--- src/rtl/uart_rx_fifo.sv ---
// UART receiver with a first-word-fall-through frame FIFO. Each word carries {ferr, perr, data}.
// Frame format, baud divisor and FIFO depth are parameters.
module uart_rx_fifo #(
    parameter int CLKS_PER_BIT = 785,
    parameter int DATA_BITS    = 8,
    parameter int PARITY       = 1,
    parameter int STOP_BITS    = 1,
    parameter int FIFO_DEPTH   = 16
) (
    input  logic                              clk,
    input  logic                              reset,
    input  logic                              rx,
    input  logic                              m_ready,
    output logic                              m_valid,
    output logic [DATA_BITS-1:0]              m_data,
    output logic                              m_perr,
    output logic                              m_ferr,
    output logic [$clog2(FIFO_DEPTH+1)-1:0]   fifo_count,
    output logic                              overrun,
    input  logic                              err_clr,
    output logic                              interrupt
);
    localparam int CW = $clog2(CLKS_PER_BIT);
    localparam int PW = $clog2(FIFO_DEPTH);
    localparam int NW = $clog2(FIFO_DEPTH+1);
    localparam int WW = DATA_BITS + 2;

    localparam logic [CW-1:0] C_HALF  = CW'(CLKS_PER_BIT/2 - 1);
    localparam logic [CW-1:0] C_FULL  = CW'(CLKS_PER_BIT - 1);
    localparam logic [3:0]    C_DLAST = 4'(DATA_BITS - 1);
    localparam logic [3:0]    C_SLAST = 4'(STOP_BITS - 1);
    localparam logic [NW-1:0] C_DEPTH = NW'(FIFO_DEPTH);
    localparam logic          C_ODD   = (PARITY == 2);

    localparam logic [2:0] S_IDLE    = 3'd0;
    localparam logic [2:0] S_START   = 3'd1;
    localparam logic [2:0] S_DATA    = 3'd2;
    localparam logic [2:0] S_PAR     = 3'd3;
    localparam logic [2:0] S_STOP    = 3'd4;
    localparam logic [2:0] S_RECOVER = 3'd5;

    logic                 r_rx_meta;
    logic                 r_rx_s;
    logic [2:0]           r_state;
    logic [CW-1:0]        r_clk_cnt;
    logic [3:0]           r_bit_cnt;
    logic [DATA_BITS-1:0] r_shift;
    logic                 r_perr;
    logic                 r_ferr;

    logic                 w_tick;
    logic                 w_push;
    logic                 w_push_ferr;
    logic [WW-1:0]        w_push_word;

    // Two-flop synchroniser; resets to the idle (high) line level.
    always_ff @(posedge clk or posedge reset) begin
        if (reset) begin
            r_rx_meta <= 1'b1;
            r_rx_s    <= 1'b1;
        end else begin
            r_rx_meta <= rx;
            r_rx_s    <= r_rx_meta;
        end
    end

    assign w_tick      = (r_clk_cnt == C_FULL);
    assign w_push      = (r_state == S_STOP) && w_tick && (r_bit_cnt == C_SLAST);
    assign w_push_ferr = r_ferr | ~r_rx_s;
    assign w_push_word = {w_push_ferr, r_perr, r_shift};

    always_ff @(posedge clk or posedge reset) begin
        if (reset) begin
            r_state   <= S_IDLE;
            r_clk_cnt <= '0;
            r_bit_cnt <= '0;
            r_shift   <= '0;
            r_perr    <= 1'b0;
            r_ferr    <= 1'b0;
        end else begin
            case (r_state)
                S_IDLE: begin
                    if (!r_rx_s) begin
                        r_state   <= S_START;
                        r_clk_cnt <= '0;
                        r_bit_cnt <= '0;
                        r_perr    <= 1'b0;
                        r_ferr    <= 1'b0;
                    end
                end
                S_START: begin
                    // Re-check the start bit at its midpoint to reject glitches.
                    if (r_clk_cnt == C_HALF) begin
                        r_clk_cnt <= '0;
                        r_state   <= r_rx_s ? S_IDLE : S_DATA;
                    end else begin
                        r_clk_cnt <= r_clk_cnt + CW'(1);
                    end
                end
                S_DATA: begin
                    if (w_tick) begin
                        r_clk_cnt <= '0;
                        r_shift   <= {r_rx_s, r_shift[DATA_BITS-1:1]};
                        if (r_bit_cnt == C_DLAST) begin
                            r_bit_cnt <= '0;
                            r_state   <= (PARITY != 0) ? S_PAR : S_STOP;
                        end else begin
                            r_bit_cnt <= r_bit_cnt + 4'd1;
                        end
                    end else begin
                        r_clk_cnt <= r_clk_cnt + CW'(1);
                    end
                end
                S_PAR: begin
                    if (w_tick) begin
                        r_clk_cnt <= '0;
                        r_perr    <= ((^r_shift) ^ r_rx_s) != C_ODD;
                        r_state   <= S_STOP;
                    end else begin
                        r_clk_cnt <= r_clk_cnt + CW'(1);
                    end
                end
                S_STOP: begin
                    if (w_tick) begin
                        r_clk_cnt <= '0;
                        if (!r_rx_s) r_ferr <= 1'b1;
                        if (r_bit_cnt == C_SLAST) begin
                            r_bit_cnt <= '0;
                            r_state   <= w_push_ferr ? S_RECOVER : S_IDLE;
                        end else begin
                            r_bit_cnt <= r_bit_cnt + 4'd1;
                        end
                    end else begin
                        r_clk_cnt <= r_clk_cnt + CW'(1);
                    end
                end
                S_RECOVER: begin
                    // A held break must not look like a stream of new start bits.
                    if (r_rx_s) r_state <= S_IDLE;
                end
                default: r_state <= S_IDLE;
            endcase
        end
    end

    logic [WW-1:0] r_mem [FIFO_DEPTH];
    logic [PW-1:0] r_wr_ptr;
    logic [PW-1:0] r_rd_ptr;
    logic [NW-1:0] r_count;
    logic          r_overrun;
    logic          r_interrupt;

    logic          w_full;
    logic          w_pop;
    logic          w_wr;
    logic [WW-1:0] w_head;

    assign m_valid = (r_count != '0);
    assign w_full  = (r_count == C_DEPTH);
    assign w_pop   = m_valid && m_ready;
    assign w_wr    = w_push && (!w_full || w_pop);
    assign w_head  = r_mem[r_rd_ptr];

    always_ff @(posedge clk) begin
        if (w_wr) r_mem[r_wr_ptr] <= w_push_word;
    end

    always_ff @(posedge clk or posedge reset) begin
        if (reset) begin
            r_wr_ptr    <= '0;
            r_rd_ptr    <= '0;
            r_count     <= '0;
            r_overrun   <= 1'b0;
            r_interrupt <= 1'b0;
        end else begin
            if (w_wr)  r_wr_ptr <= r_wr_ptr + PW'(1);
            if (w_pop) r_rd_ptr <= r_rd_ptr + PW'(1);
            if (w_wr && !w_pop)      r_count <= r_count + NW'(1);
            else if (!w_wr && w_pop) r_count <= r_count - NW'(1);
            // Setting takes priority over a simultaneous clear.
            if (w_push && w_full && !w_pop) r_overrun <= 1'b1;
            else if (err_clr)               r_overrun <= 1'b0;
            r_interrupt <= m_valid | r_overrun;
        end
    end

    // Head fields read as zero while empty so nothing stale is exposed.
    assign m_data     = m_valid ? w_head[DATA_BITS-1:0] : '0;
    assign m_perr     = m_valid ? w_head[DATA_BITS]     : 1'b0;
    assign m_ferr     = m_valid ? w_head[DATA_BITS+1]   : 1'b0;
    assign fifo_count = r_count;
    assign overrun    = r_overrun;
    assign interrupt  = r_interrupt;
endmodule

--- config.mk ---
export PLATFORM = sky130hd
export DESIGN_NAME = uart_rx_fifo
export DESIGN_NICKNAME = d
export VERILOG_FILES = /design/src/rtl/uart_rx_fifo.sv
export SDC_FILE = /design/constraint.sdc
export NUM_CORES = 1
export LEC_CHECK = 0
export BUFFER_PORTS_ARGS = -buffer_cell sky130_fd_sc_hd__buf_4
export CORE_MARGIN = 4
export CORE_UTILIZATION = 56
export CTS_CLUSTER_SIZE = 16
export DETAILED_ROUTE_END_ITERATION = 6
export GPL_TIMING_DRIVEN = 1
export MAX_ROUTING_LAYER = met4
export PLACE_DENSITY = 0.76
export SETUP_SLACK_MARGIN = 0.2
export SKIP_LAST_GASP = 1
export SYNTH_ARGS = -nofsm -noshare
export SYNTH_HDL_FRONTEND = slang
export SYNTH_SLANG_ARGS = --single-unit
export TNS_END_PERCENT = 1
--- constraint.sdc ---
create_clock -name clk -period 3 [get_ports clk]
set_input_delay 0.3 -clock clk [delete_from_list [all_inputs] [get_ports clk]]
set_output_delay 0.3 -clock clk [all_outputs]
set_load 0.02 [all_outputs]
======== Yosys cells after proc, flatten, opt, wreduce, memory -nomap -nowiden ========
Memory sizes are Yosys's and may differ from the RTL's.
Index checks and enable logic that the tools add are counted.
storage, ports and cells
  flip-flop bits (word level) ............. 44
  RAM bits ................................ 160
  input bits .............................. 5
  memories ................................ 1
cells by class
  add/subtract/negate cells ............... 6
  equal/unequal tests ..................... 18
  mux-type cells .......................... 36
  bitwise gates (word level) .............. 4
  reductions and logical operators ........ 29
memories
  name   words  bits a word  read ports  clocked after memory_dff  write ports  line  text
  r_mem  16     10           1           0                         1            146   logic [WW-1:0] r_mem [FIFO_DEPTH];
operator list
  operator                                                          count
  10-bit 2-to-1 mux                                                 3
  10-bit case mux with 3 select lines                               1
  3-bit 2-to-1 mux                                                  9
  4-bit 2-to-1 mux                                                  5
  3-bit case mux with 6 select lines                                1
  2-bit != test, second input constant                              8
  4-bit by 1-bit adder with 4-bit output, second input constant     3
  4-bit case mux with 3 select lines                                1
  10-bit by 1-bit adder with 10-bit output, second input constant   1
  10-bit == test, second input constant                             1
  10-bit by 9-bit == test with 1-bit output, second input constant  1
  1-bit 2-to-1 mux                                                  10
  5-bit 2-to-1 mux                                                  2
  1-bit logical AND                                                 8
  8-bit 2-to-1 mux                                                  1
  4-bit AND reduction                                               2
  8-bit AND reduction                                               1
  2-bit nonzero test                                                4
  8-bit parity                                                      1
  3-bit by 2-bit == test with 1-bit output, second input constant   2
  3-bit == test, second input constant                              2
  3-bit nonzero test                                                2
  5-bit by 1-bit adder with 5-bit output, second input constant     1
  5-bit == test, second input constant                              1
  other kinds (17)                                                  22

======== Logic depth before layout (Yosys ltp) ========
Gate-level depths: netlist (run 1).
  word-level depth ........................ 8
  mapped depth ............................ 14
  mapped depth without buffers ............ 13

======== Worst setup path before layout (run 1) ========
Ideal clock, no wire load.
  kind .................................... register to register
  start point ............................. register r_clk_cnt[3]
  end point ............................... register r_count[4], in the netlist fifo_count[4]
  library setup time ...................... 0.132 ns
  arrival time ............................ 2.879 ns
  required time ........................... 2.868 ns
  setup slack ............................. -0.011 ns
  cell stages (with the launch flop) ...... 14
  path buffers ............................ 2
  period minus slack after synthesis ...... 3.011 ns
  path through ............................ dfrtp_1 > or4b_1 > buf_2 > nor3_1 > and4_1 > buf_2 > ha_1 > inv_1 > fa_1 > a21o_1 > a21oi_1 > xnor2_1 > nor2_1 > xor2_1
on the way
  word-level cells in the longest chain between the ends .. 7
RTL lines
  item                                 line  text
  from (decl)                          45    logic [CW-1:0] r_clk_cnt;
  from (signal assigned)               97    r_clk_cnt <= r_clk_cnt + CW'(1);
  from (signal assigned)               111   r_clk_cnt <= r_clk_cnt + CW'(1);
  from (signal assigned)               120   r_clk_cnt <= r_clk_cnt + CW'(1);
  10-bit == test *                     67    assign w_tick = (r_clk_cnt == C_FULL);
  1-bit logical AND * (2 in series)    68    assign w_push = (r_state == S_STOP) && w_tick && (r_bit_cnt == C_SLAST);
  1-bit logical AND *                  161   assign w_wr = w_push && (!w_full || w_pop);
  net w_wr                             155   logic w_wr;
  1-bit zero test                      179   else if (!w_wr && w_pop) r_count <= r_count - NW'(1);
  1-bit logical AND                    179
  2-bit nonzero test (no source line)  -
  to (signal assigned)                 178   if (w_wr && !w_pop) r_count <= r_count + NW'(1);
  to (signal assigned)                 179
  to (decl)                            149   logic [NW-1:0] r_count;
Mark *: on every way through the listed nets, which the timed path passes. The rest lies on a longest branch.
A chain may end at the register's enable or synchronous reset.

======== Worst setup path in the final report (run 1) ========
  start point ............................. register r_rd_ptr[0]
  end point ............................... output m_data[2]
on the way
  word-level cells in the longest chain between the ends .. 2
RTL lines
  item                    line  text
  from (decl)             148   logic [PW-1:0] r_rd_ptr;
  from (signal assigned)  177   if (w_pop) r_rd_ptr <= r_rd_ptr + PW'(1);
  memory 16 x 10 bit      -
  8-bit 2-to-1 mux        188   assign m_data = m_valid ? w_head[DATA_BITS-1:0] : '0;
  to (decl)               15    output logic [DATA_BITS-1:0] m_data,
Every way passes these cells.

==> results of run 1 <==
==> stage by stage <==
stage          power [mW]  area (um2)  hold WS (ps)
2_1_floorplan       3.098        8726         304.5
3_3_place_gp        3.108        9315         346.1
3_5_place_dp        3.109        9315         348.7
4_1_cts             5.613       10100         62.76
5_1_grt             5.728       10110         95.35
6_report            5.564       10110         29.46
==> cell usage after synthesis, drive strengths merged (2+ instances only) <==
| library cell | count | share of area |
|---|---|---|
| nor4b | 2 | 0.0020 |
| xor2 | 3 | 0.0030 |
| nor3 | 11 | 0.0076 |
| o41ai | 3 | 0.0052 |
| nand2 | 31 | 0.013 |
| a21oi | 12 | 0.0069 |
| ha | 13 | 0.019 |
| inv | 13 | 0.0056 |
| nand3 | 8 | 0.0046 |
| and2 | 12 | 0.0089 |
| clkbuf | 12 | 0.0065 |
| nand3b | 2 | 0.0017 |
| o21ai | 15 | 0.0086 |
| edfxtp | 160 | 0.55 |
| nand2b | 7 | 0.0050 |
| or3 | 5 | 0.0045 |
| o32ai | 2 | 0.0029 |
| nor3b | 3 | 0.0026 |
| xnor2 | 19 | 0.019 |
| a21o | 5 | 0.0043 |
| nor4 | 3 | 0.0022 |
| nor2 | 23 | 0.0099 |
| a31oi | 2 | 0.0014 |
| dfrtp | 42 | 0.12 |
| mux2 | 10 | 0.013 |
| nand4 | 2 | 0.0014 |
| or2 | 2 | 0.0014 |
| dfstp | 2 | 0.0060 |
| mux4 | 50 | 0.13 |
| buf | 13 | 0.0099 |
| a211o | 2 | 0.0020 |
==> critical path: stages, from the launching register on <==
cell and delay (ps):
dfrtp_4 530, buf_12 140, buf_16 130, mux4_2 510
mux4_2 470, and2_4 150, buf_6 120
==> cells by family (layout without fill, tap and decap cells) <==
logic type               Yosys count  count (layout)  synth area share
XOR/XNOR                          22              22           0.02217
multiplexers                      61              61            0.1441
flip-flops                       204             204            0.6799
adder cells (fa/ha/maj)           14              14           0.02102
AND/OR/NAND/NOR                  118             118           0.07214
AO/OA/AOI/OAI                     46              46           0.03859
buffers and inverters             38             120           0.02203
==> layout make-up <==
| type | count | area share |
|---|---|---|
| Clock buffer | 25 | 0.05445 |
| Clock inverter | 11 | 0.01200 |
| Inverter | 13 | 0.004826 |
| Multi-Input combinational cell | 261 | 0.2604 |
| Sequential cell | 204 | 0.5847 |
| Tap cell | 188 | 0.02326 |
| Timing Repair Buffer | 71 | 0.06039 |
==> cells in the final DEF, fill, tap and decap left out, types with 3 or more instances in the layout <==
| cell | synthesis | layout |
|---|---|---|
| buf_6 | 3 | 6 |
| nor3b_1 | 3 | 3 |
| edfxtp_1 | 160 | 160 |
| mux4_2 | 50 | 50 |
| a21oi_1 | 12 | 11 |
| a21o_1 | 5 | 5 |
| buf_4 | 2 | 60 |
| nor3_1 | 10 | 9 |
| nor2_1 | 23 | 23 |
| nand3_1 | 8 | 8 |
| inv_1 | 13 | 11 |
| ha_1 | 13 | 12 |
| clkbuf_1 | 10 | 3 |
| xnor2_1 | 19 | 19 |
| clkbuf_16 | 0 | 21 |
| and2_4 | 1 | 5 |
| nand2_1 | 31 | 31 |
| clkinvlp_4 | 0 | 4 |
| and2_1 | 11 | 7 |
| xor2_1 | 3 | 3 |
| mux2_2 | 8 | 8 |
| nand2b_1 | 7 | 7 |
| dfrtp_1 | 42 | 41 |
| o21ai_0 | 14 | 14 |
==> power by group <==
part           leakage (nW)  total (mW)  internal [mW]  switching, mW
logic                  1.30      0.0276        0.00769         0.0199
registers              2.40        3.02           3.02        0.00242
clock network         0.316        2.51           1.49           1.03
==> what timing repair did <==
item,CTS,global route
buffers inserted,3,0
hold endpoints to repair,1,0
setup endpoints to repair,11,27
gates cloned,1,0
gates resized for setup,13,4
hold buffers,1,0
pin swaps,5,0
==> per-layer routing <==
metal  vias up  global-route usage
li1       2094                   -
met1      2406              0.2775
met2       144              0.3378
met3        41             0.02814
met4         0             0.04734
met5         -                   -
==> state kept, by name, summed over array words and instances, names as in the netlist <==
signal      flops
r_shift         8
r_rx_meta       1
overrun         1
r_state         3
r_perr          1
r_rx_s          1
r_rd_ptr        4
r_wr_ptr        4
r_ferr          1
r_mem         160
r_bit_cnt       4
fifo_count      5
r_clk_cnt      10
interrupt       1
==> worst paths after layout <==
kind                                       to  slack, ps  cells past startpoint
worst min-delay path            fifo_count[2]         30                      2
min in group clk                      overrun        100                      3
worst min register to register         r_rx_s        360                      0
max in group asynchronous         r_rd_ptr[0]       2280                      2
worst max-delay path                m_data[2]        150                      6
worst max register to register  fifo_count[4]        210                     11
==> results.md, run 1 <==
* Period utilization at 0.9497
* Fmax at 0.3510 GHz
* Tot GR Track Use at 0.2051
* Ports at 23
* Mapped Avg Cell Area at 17.28 um2
* Pleak at 4.018 nW
* Reg clk slew, reported paths at 70 ps
* First-pass GRT wire length at 27.32 mm
* Die Span X at 132.6 um
* Setup Skew at 10.63 ps
* Post-route ant nets at 0
* DRC violations left at 0
* Post-synth ARST share at 0.2157
* DR WL/cell at 21.86 um
* Final min period at 2849 ps
* TritonCTS Sinks at 204
* Max layer used: met4
* DRT iter0 DRCs at 503
* Tightest Pin Transition at 946.0 ps
* Syn Nets at 522
* Final nets at 590
* Number of flops mapped to enable cells by yosys at 160
* H-tree levels at 1
* Finished Layout Cells at 773
* Core Util, Final at 0.6651
* DP Worst Slack at 200.4 ps
* Data required time at the worst endpoint at 2700 ps
* Clock root cell: clkbuf_16
* Critical path arrival at 2550 ps
* Die Height at 132.6 um
* Gate count of the mapped netlist at 503
* Final slew viol count at 0
* Initial antenna violation count at 0
* FF+latch count, synth at 204
* RSZ-0062 raised after global routing: yes
* CTS tree: done
* Setup slack after layout at 150.9 ps
* Max-slew headroom at 0.3684
* Via-to-Cell Ratio at 6.061
* DP Wirelength at 11.27 mm
* Final wirelength at 16.90 mm
* Share of layout cells above drive strength 1 at 0.3231
* Fin. Hold Viols at 0
* Setup crit start: r_rd_ptr[0]
* Setup CP Type: reg -> out
* Largest net degree at the start of global routing at 45
* Startpoint Class: flop
* Clock buffer depth at 3
* Ys flop type: edfxtp_1
* Multi-input gate area at 2633 um2
* Later-pin clock latency in the skew report at 480 ps
* Row count at 45
* DP Cell Count at 732
* Max Cap Violations at 0
* R2r startpoint: r_clk_cnt[3]
* Detailed route wirelength on metal2 at 8.675 mm
* Inserted Diodes at 0
* Status: completed
* Kind of end point of the critical path: output pin
* DR WL met3 at 781 um
* Pre-antenna DRT Iters at 7
* Mapped Area at 8690 um2
* Number of global-route vias before repair at 4790
* Die area at 17570 um2
* Gr ovfl total at 0
* Min-delay worst type: in -> async
* Synth unique cells at 59
* Peak VDD IR at 0.3828 mV
* Initial Utilization at 0.5716
* CTS buffer count at 20
* Final setup fails at 0
* Area Growth Syn to Fin at 16.36%
* Vias after detailed routing at 4685
* Wl on met1 at 7.035 mm
* Port Buffers at 22
* CORE AREA at 15200 um2
* Setup TNS after final layout at 0 ps
* PwrDens at 550.3 nW/um2
* Post-synthesis sequential area ratio at 0.6799
* Fillers at 982
* Register area at 5912 um2
* Final GP Congestion at 0.8736
* Yosys warns at 0
* Crit Path Max Fanout at 8
(Power assumes the default switching activity.)
==> run 2: changes to the inputs <==
Settings changed: CORE_UTILIZATION 56 to 62, PLACE_DENSITY 0.76 to 0.79, SLEW_MARGIN from default to 5.
Clock period 3 ns to 2.8 ns, I/O delays scaled along.
==> results.md, run 2 (synthesis gave the netlist of run 1 again) <==
* DR WL/cell at 24.38 um (was 21.86 um)
* Kind of end point of the critical path: flop (was output pin)
* CTS tree: done (unchanged)
* Die area at 15970 um2 (was 17570 um2)
* Largest register by flop count: r_mem (unchanged)
* Post-route ant nets at 0 (unchanged)
* Setup crit start: r_clk_cnt[5] (was r_rd_ptr[0])
* Vias after detailed routing at 4801 (was 4685)
* Number of global-route vias before repair at 4953 (was 4790)
* Reg2reg setup slack at 2 ps (was 210 ps)
* Final nets at 588 (was 590)
* Die Span X at 126.4 um (was 132.6 um)
* Crit Path Max Fanout at 4 (was 8)
* Setup slack after layout at 1.771 ps (was 150.9 ps)
* Tot GR Track Use at 0.2470 (was 0.2051)
* H-tree levels at 1 (unchanged)
* Max-slew headroom at 0.3811 (was 0.3684)
* Grt met2 use at 0.4119 (was 0.3378)
* Final wirelength at 18.48 mm (was 16.90 mm)
* Initial antenna violation count at 0 (unchanged)
* Ports at 23 (unchanged)
* Finished Layout Cells at 758 (was 773)
* Reg2Reg Depth at 11 (unchanged)
* Initial Utilization at 0.6434 (was 0.5716)
* Status: completed (unchanged)
* R2r startpoint: r_clk_cnt[5] (was r_clk_cnt[3])
* Fin. Hold Viols at 0 (unchanged)
* Fmax at 0.3574 GHz
* DP Cell Count at 719 (was 732)
* Share of layout cells above drive strength 1 at 0.3041 (was 0.3231)
* Startpoint Class: flop (unchanged)
* Min-delay worst type: in -> async (unchanged)
* CTS buffer count at 21 (was 20)
* Row count at 42 (was 45)
* Pre-antenna DRT Iters at 5 (was 7)
* Regs by FF count: r_mem: 160 flops, r_clk_cnt: 10 flops, r_shift: 8 flops (unchanged)
* DRC violations left at 0 (unchanged)
* Final slew viol count at 0 (unchanged)
* Setup CP Type: reg -> reg (was reg -> out)
* CORE AREA at 13510 um2 (was 15200 um2)
* RSZ-0062 raised after global routing: yes (unchanged)
* Clock root cell: clkbuf_16 (unchanged)
* Met3 usage at 0.04035 (was 0.02814)
* DP Worst Slack at 38.91 ps (was 200.4 ps)
* PwrDens at 572.1 nW/um2 (was 550.3 nW/um2)
* Final min period at 2798 ps
* Fillers at 745 (was 982)
* Setup Skew at 11.15 ps (was 10.63 ps)
* Reg clk slew, reported paths at 60 ps (was 70 ps)
* Final GP Congestion at 0.9051 (was 0.8736)
* Inserted Diodes at 0 (unchanged)
* Gr ovfl total at 0 (unchanged)
* Tightest Pin Transition at 927.0 ps (was 946.0 ps)
* Via-to-Cell Ratio at 6.334 (was 6.061)
* Period utilization at 0.9994
* GRT met1 Usage at 0.3256 (was 0.2775)
* Commonest non-fill, non-tap cell in the layout: edfxtp_1 (unchanged)
* DRT iter0 DRCs at 500 (was 503)
* Crit path to: fifo_count[4] (was m_data[2])
* DP Wirelength at 11.99 mm (was 11.27 mm)
* Final setup fails at 0 (unchanged)
* Number of flip-flops in the largest register at 160 (unchanged)
* Port Buffers at 22 (unchanged)
* Die Height at 126.4 um (was 132.6 um)
* Max Cap Violations at 0 (unchanged)
* Data required time at the worst endpoint at 3170 ps (was 2700 ps)
* Most Crowded Layer GR: met2 (unchanged)
* Critical path arrival at 3170 ps (was 2550 ps)
* Peak VDD IR at 0.4440 mV (was 0.3828 mV)
* Pleak at 3.956 nW (was 4.018 nW)
* Area Growth Syn to Fin at 14.51% (was 16.36%)
* Most frequent cells in the layout: 160 x edfxtp_1, 65 x buf_4, 50 x mux4_2, 41 x dfrtp_1, 31 x nand2_1 (was 160 x edfxtp_1, 60 x buf_4, 50 x mux4_2, 41 x dfrtp_1, 31 x nand2_1)
* Later-pin clock latency in the skew report at 480 ps (about the same)
* TritonCTS Sinks at 204 (unchanged)
* Clock buffer depth at 3 (unchanged)
* Reg-to-Reg End: fifo_count[4] (unchanged)
* Largest net degree at the start of global routing at 45 (unchanged)
* Power, Total at 5.693 mW (was 5.564 mW)
* First-pass GRT wire length at 29.33 mm (was 27.32 mm)
run 2: layout make-up:
type                       count  area [um2]  area share
clock buffer                  27       548.0     0.05507
multi-input combinational    261        2645      0.2658
tap                          176       220.2     0.02213
clock inverter                 9       41.29    0.004149
inverter                      13       48.80    0.004904
sequential                   204        5909      0.5939
timing repair buffer          68       538.0     0.05407
run 2: stage by stage:
step | hold slack [ps] | TNS [ps] | utilization | cell area (um2)
detailed placement | 349.7 | 0 | 0.6890 | 9305
floorplan | 284.5 | 0 | - | 8726
global placement | 347.9 | 0 | 0.6890 | 9305
finish | 11.44 | 0 | 0.7368 | 9951
CTS | 43.81 | -102.0 | 0.7334 | 9905
global route | 81.85 | -589.4 | 0.7368 | 9951
run 2: worst min-delay path by stage:
stage | from | end | slack, ps | cells past startpoint
after floorplan | rx | r_rx_meta | 280 | 0
after global placement | r_rx_meta | r_rx_s | 350 | 0
after detailed placement | r_rx_meta | r_rx_s | 350 | 0
after CTS | reset | r_ferr | 40 | 2
after global routing | reset | overrun | 80 | 2
final | reset | overrun | 10 | 2
run 2: critical path, cell delays in order, from the launching register on:
cell     delay, ps
dfrtp_1        380
or4b_4         560
nor3_4         230
and4_4         270
ha_4           150
inv_2           70
fa_2           380
a21o_1         190
a21oi_2        140
xnor2_1        130
nor2_1          70
xor2_1         140
run 2: where the power goes:
group | internal (mW) | total [mW] | leakage, nW | switching [mW]
clock | 1.37 | 2.42 | 0.286 | 1.05
sequential | 3.24 | 3.24 | 2.40 | 0.00256
combinational | 0.00825 | 0.0290 | 1.27 | 0.0207
run 2: what timing repair did:
item / 4_1_cts / 5_1_grt
pin swaps: 0 / 5
resized for setup: 0 / 6
endpoints found under the setup margin: 12 / 97
hold buffers: 1 / 0
setup buffers: 0 / 2
endpoints found under the hold margin: 1 / 0
run 2: metal layers:
layer / up-vias / wire length (um) / part of all wire
met4: 0 / 349 / 0.019
li1: 2087 / - / -
met1: 2486 / 7317 / 0.40
met3: 30 / 1200 / 0.065
met5: - / 0 / 0
met2: 198 / 9614 / 0.52
